File: config.mk
export PLATFORM = sky130hd
export DESIGN_NAME = energy_trip_controller
export DESIGN_NICKNAME = d
export VERILOG_FILES = /design/src/rtl/energy_trip_controller.sv
export SDC_FILE = /design/constraint.sdc
export NUM_CORES = 1
export LEC_CHECK = 0
export CAP_MARGIN = 5
export CORE_UTILIZATION = 60
export DETAILED_ROUTE_END_ITERATION = 12
export DONT_BUFFER_PORTS = 1
export PLACE_DENSITY = 0.76
export SYNTH_ARGS = -nofsm -noshare
export SYNTH_HDL_FRONTEND = slang
export SYNTH_SLANG_ARGS = --single-unit
File: constraint.sdc
create_clock -name clk -period 5.28 [get_ports clk]
set_input_delay 1.056 -clock clk [delete_from_list [all_inputs] [get_ports clk]]
set_output_delay 1.056 -clock clk [all_outputs]
set_load 0.05 [all_outputs]
File: src/rtl/energy_trip_controller.sv
// Energy meter back end: integrates power, debounces overload into relay trips
// with cooldown/retry, and latches a lockout on retry exhaustion or budget overrun.
module energy_trip_controller #(
    parameter int unsigned PWR_W         = 16,
    parameter int unsigned ENERGY_W      = 32,
    parameter int unsigned TRIP_DEBOUNCE = 4,
    parameter int unsigned COOLDOWN      = 16,
    parameter int unsigned MAX_RETRY     = 3
) (
    input  logic                clk,
    input  logic                reset,
    input  logic                enable,
    input  logic                sample_valid,
    input  logic [PWR_W-1:0]    power,
    input  logic                over_load,
    input  logic [ENERGY_W-1:0] energy_limit,
    input  logic                clear,
    output logic                relay_on,
    output logic                tripped,
    output logic                lockout,
    output logic                energy_alarm,
    output logic [1:0]          state,
    output logic [ENERGY_W-1:0] energy,
    output logic [15:0]         sample_count,
    output logic [PWR_W-1:0]    peak_power,
    output logic [1:0]          retry_count
);

    localparam int unsigned DEB_W  = $clog2(TRIP_DEBOUNCE + 1);
    localparam int unsigned COOL_W = $clog2(COOLDOWN + 1);
    localparam int unsigned SUM_W  = ENERGY_W + 1;

    localparam logic [DEB_W-1:0]    DEB_TRIP   = DEB_W'(TRIP_DEBOUNCE);
    localparam logic [COOL_W-1:0]   COOL_INIT  = COOL_W'(COOLDOWN);
    localparam logic [ENERGY_W-1:0] ENERGY_MAX = {ENERGY_W{1'b1}};
    localparam logic [15:0]         CNT_MAX    = 16'hFFFF;

    typedef enum logic [1:0] {
        ST_IDLE = 2'b00,
        ST_RUN  = 2'b01,
        ST_TRIP = 2'b10,
        ST_LOCK = 2'b11
    } state_e;

    state_e              state_q, state_d;
    logic [ENERGY_W-1:0] energy_q, energy_d;
    logic [15:0]         cnt_q, cnt_d;
    logic [PWR_W-1:0]    peak_q, peak_d;
    logic [1:0]          retry_q, retry_d;
    logic                alarm_q, alarm_d;
    logic [DEB_W-1:0]    deb_q, deb_d;
    logic [COOL_W-1:0]   cool_q, cool_d;
    logic                relay_q, tripped_q, lockout_q;
    logic [SUM_W-1:0]    energy_sum;

    // Accumulation and clear first, so exit decisions see this cycle's updated values.
    always_comb begin
        state_d    = state_q;
        energy_d   = energy_q;
        cnt_d      = cnt_q;
        peak_d     = peak_q;
        retry_d    = retry_q;
        alarm_d    = alarm_q;
        deb_d      = deb_q;
        cool_d     = cool_q;
        energy_sum = {1'b0, energy_q} + SUM_W'(power);

        if (state_q == ST_RUN && sample_valid && !clear) begin
            energy_d = energy_sum[ENERGY_W] ? ENERGY_MAX : energy_sum[ENERGY_W-1:0];
            if (cnt_q != CNT_MAX) begin
                cnt_d = cnt_q + 16'd1;
            end
            if (power > peak_q) begin
                peak_d = power;
            end
            deb_d = over_load ? deb_q + DEB_W'(1) : '0;
        end

        if (clear) begin
            energy_d = '0;
            cnt_d    = '0;
            peak_d   = '0;
            retry_d  = '0;
            alarm_d  = 1'b0;
            deb_d    = '0;
        end

        case (state_q)
            ST_IDLE: begin
                if (enable) begin
                    state_d = ST_RUN;
                end
            end
            ST_RUN: begin
                if (!enable) begin
                    state_d = ST_IDLE;
                    deb_d   = '0;
                end else if (energy_limit != '0 && energy_d >= energy_limit) begin
                    alarm_d = 1'b1;
                    state_d = ST_LOCK;
                end else if (deb_d == DEB_TRIP) begin
                    state_d = ST_TRIP;
                    cool_d  = COOL_INIT;
                    deb_d   = '0;
                    if (retry_d != 2'd3) begin
                        retry_d = retry_d + 2'd1;
                    end
                end
            end
            ST_TRIP: begin
                cool_d = cool_q - COOL_W'(1);
                if (cool_q == COOL_W'(1)) begin
                    if (32'(retry_d) >= MAX_RETRY) begin
                        state_d = ST_LOCK;
                    end else if (enable) begin
                        state_d = ST_RUN;
                    end else begin
                        state_d = ST_IDLE;
                    end
                end
            end
            ST_LOCK: begin
                if (clear) begin
                    state_d = ST_IDLE;
                end
            end
            default: state_d = ST_IDLE;
        endcase
    end

    always_ff @(posedge clk) begin
        if (!reset) begin
            state_q   <= ST_IDLE;
            energy_q  <= '0;
            cnt_q     <= '0;
            peak_q    <= '0;
            retry_q   <= '0;
            alarm_q   <= 1'b0;
            deb_q     <= '0;
            cool_q    <= '0;
            relay_q   <= 1'b0;
            tripped_q <= 1'b0;
            lockout_q <= 1'b0;
        end else begin
            state_q   <= state_d;
            energy_q  <= energy_d;
            cnt_q     <= cnt_d;
            peak_q    <= peak_d;
            retry_q   <= retry_d;
            alarm_q   <= alarm_d;
            deb_q     <= deb_d;
            cool_q    <= cool_d;
            relay_q   <= (state_d == ST_RUN);
            tripped_q <= (state_d == ST_TRIP);
            lockout_q <= (state_d == ST_LOCK);
        end
    end

    assign relay_on     = relay_q;
    assign tripped      = tripped_q;
    assign lockout      = lockout_q;
    assign energy_alarm = alarm_q;
    assign state        = state_q;
    assign energy       = energy_q;
    assign sample_count = cnt_q;
    assign peak_power   = peak_q;
    assign retry_count  = retry_q;

endmodule

==> summary.txt <==
Run status
  – Status: finished clean

CTS
  – # resized after CTS: 0
  – Setup bufs post-CTS: 0
  – Clock root buffer master: clkbuf_8
  – Buffer depth of the longest clock path: 2
  – Clk_lat worst skew: 0.36 ns
  – CTS tree: done
  – TritonCTS Buffers: 9
  – H-tree depth: 3
  – CTS Hold Bufs: 0
  – Clk slew on worst S/H paths: 0.10 ns
  – Sink Count: 80

Worst setup path
  – Reg2reg start: energy[0]
  – Reg2Reg Setup Slack: between 0.6 and 0.7 ns
  – CP top delay family: compound AO/OA/AOI/OAI gates
  – Crit. End Element: flip-flop
  – CP required: 5.55 ns
  – Cell-by-cell trace of the critical path: ha_1, fa_1, a211oi_1, o21ai_0, a21oi_1, o211a_1, o21a_1, buf_4, a31oi_1, ha_1, a21oi_1, o21ai_0, a221oi_1, a21oi_1, o21ai_1, buf_4, nand2_1, a41o_1
  – R2r endpoint: cool_q[1]
  – CP bufs+invs: 2
  – Startpoint Class: input port
  – Cell mode on critical path: a21oi_1
  – Slowest-stage cell, CP: fa_1
  – R2R cell count: 19
  – Slowest stage delay, CP: 0.43 ns
  – CP Class: input port to flip-flop
  – WP data arrival: 5.04 ns
  – Worst Path Max Fanout: 10

Global route
  – Initial antenna violation count: 0
  – GRT Total Usage: 0.304
  – Vias in the first global route: 5188
  – First-pass GRT wire length: 24300 um
  – Total congestion overflow: 0
  – Pin count of the biggest net entering global routing: 36

Power
  – Leak: 0.00265 uW
  – Pwr Density: 225 mW/mm2
  – VDD IR max: 0.155 mV

Timing
  – RSZ-0062 raised after global routing: no
  – Final-report max-slew violation count: 0
  – Hold Fails Final Rpt: 0
  – Setup TNS: 0 ns
  – Hold_ws: 0.529 ns
  – Fmax: 0.209 GHz
  – # setup viols final: 0
  – Post-layout minimum cycle time: 4.77 ns
  – Max-Slew Margin vs Limit: 0.151
  – Clock Skews: 0.0115 ns
  – Slew at the pin with the worst max-slew slack: 1.27 ns
  – Final period util: 0.904

Routing
  – Via count: between 5000 and 6000
  – Drt pass-1 iters: 5
  – Drt via density: 6.20
  – # DRC: 0
  – Initial DRC count: 223
  – WL final: approximately 15000 um
  – Wirelength per Cell: ~17 um
  – Antenna viol nets, final: 0

Layout
  – Most common cell after layout, fill and taps aside: dfxtp_1
  – Fillers: 816
  – Layout cells sized above 1: 0.0718
  – Final Core Density: 0.674
  – NumNets Final: 870
  – Most frequent cells in the layout: dfxtp_1, nand2_1, a21oi_1
  – # diodes: 0
  – Fin cells: 881
  – Area growth syn-to-layout: 7.53%

Logic synthesis
  – Mean Syn Cell Area: 7.90 um2
  – Syn Nets: 863
  – Synth warn: 0
  – Post-synth EDFFs: 0
  – Register area share after synthesis: 0.274
  – Synth area leaders: dfxtp_1, ha_1, a21oi_1, mux2i_1, nand2_1
  – Post-synth top area cell: dfxtp_1
  – Mapped Area: 0.00585 mm2
  – Library cells used by synthesis: just under 60
  – Dominant synthesized flop cell: dfxtp_1
  – Gate Count Post-Synth: 740
  – Seq cells post-synth: 80
  – Asr flop ratio synth: 0
  – Top cell type's share of synthesized area: 0.274

Hold path
  – Hold-critical path depth: 1
  – Hold path endpoint: cool_q[1]
  – Hold Path Class: flip-flop to flip-flop
  – HP Start: cool_q[1]

Floorplan
  – Core area: 0.00933 mm2
  – Die area: ~0.010 mm2
  – I/O Pins: 126
  – Die Span Y: 101 um
  – Std cell rows: 35
  – Die X-Extent: 101 um
  – Initial core utilization: 0.627

Placed design
  – Port bufs: 0
  – RePlAce Congestion: 1.01
  – Cells after DPL: slightly below 900
  – Post-DP HPWL: 11800 um

Job
  – Max cap viols: 0
worst reg2reg max path: cells and delay by family (launching register included):
| family | cells | cell delay (ns) |
|---|---|---|
| compound gates | 12 | 2.47 |
| buf+inv | 3 | 0.61 |
| flops | 1 | 0.31 |
| fa+ha+maj | 3 | 0.99 |
| simple gates | 1 | 0.12 |
sequential cells by signal, indices dropped and copies added (netlist names):
signal / flops
energy: 32
peak_power: 16
sample_count: 16
cool_q: 5
deb_q: 3
retry_count: 2
state: 2
energy_alarm: 1
lockout: 1
relay_on: 1
tripped: 1
how the worst max path moves through the flow:
stage / cells past startpoint / from / endpoint / slack (ns)
global route: 18 / power[0] / retry_count[0] / 0.22
detailed placement: 18 / power[0] / cool_q[1] / 0.21
finish: 18 / power[0] / cool_q[1] / 0.51
floorplan: 17 / power[0] / cool_q[1] / 0.39
global placement: 18 / power[0] / relay_on / 0.20
CTS: 18 / power[0] / cool_q[1] / 0.53
cell usage after synthesis, types with 17 or more instances:
library cell / n
a21o_1: 19
nand3_1: 17
inv_1: 58
nand2_1: 74
a21oi_1: 69
o21ai_0: 36
nor2_1: 62
clkbuf_1: 19
and2_1: 17
dfxtp_1: 80
nor3_1: 18
ha_1: 68
and3_1: 17
mux2i_1: 30
logic make-up (layout without fill, tap and decap cells):
group           Yosys count  count (layout)  share of synthesized area
compound gates          178             178                      0.191
xor+xnor                 28              28                     0.0419
fa+ha+maj                69              69                      0.149
buf+inv                  83              95                     0.0558
flops                    80              80                      0.274
mux                      30              30                     0.0513
simple gates            272             272                      0.237
per-layer routing:
metal / part of all wire / vias to the layer above / global-route usage / wire (um)
met5: 0 / - / 0 / 0
met4: 0.034 / 0 / 0.145 / 522
met3: 0.088 / 42 / 0.0777 / 1330
met2: 0.45 / 227 / 0.494 / 6850
met1: 0.43 / 2530 / 0.376 / 6490
li1: - / 2661 / - / -
cell type report:
type / instances / area [um2] / share of cell area
clock buffers: 10 / 138 / 0.0219
well taps: 129 / 161 / 0.0257
inverters: 58 / 218 / 0.0346
repair buffers: 21 / 158 / 0.0251
clock inverters: 6 / 75.1 / 0.0119
flip-flops and latches: 80 / 1600 / 0.255
multi-input cells: 577 / 3940 / 0.626
report_power, final:
part           internal [uW]  total [uW]  switching (uW)
clock network            238         498             260
logic                   99.9         251             151
registers                621         665            44.3
total                    959        1410             455
per-stage QoR:
step | power, uW | area (um2) | worst slack [ns]
4_1_cts | 1420 | 6290 | 0.531
2_1_floorplan | 870 | 5850 | 0.388
3_5_place_dp | 925 | 6080 | 0.206
3_3_place_gp | 917 | 6080 | 0.203
6_report | 1410 | 6290 | 0.506
5_1_grt | 1480 | 6290 | 0.215
Power figures use the tool's default switching activity.
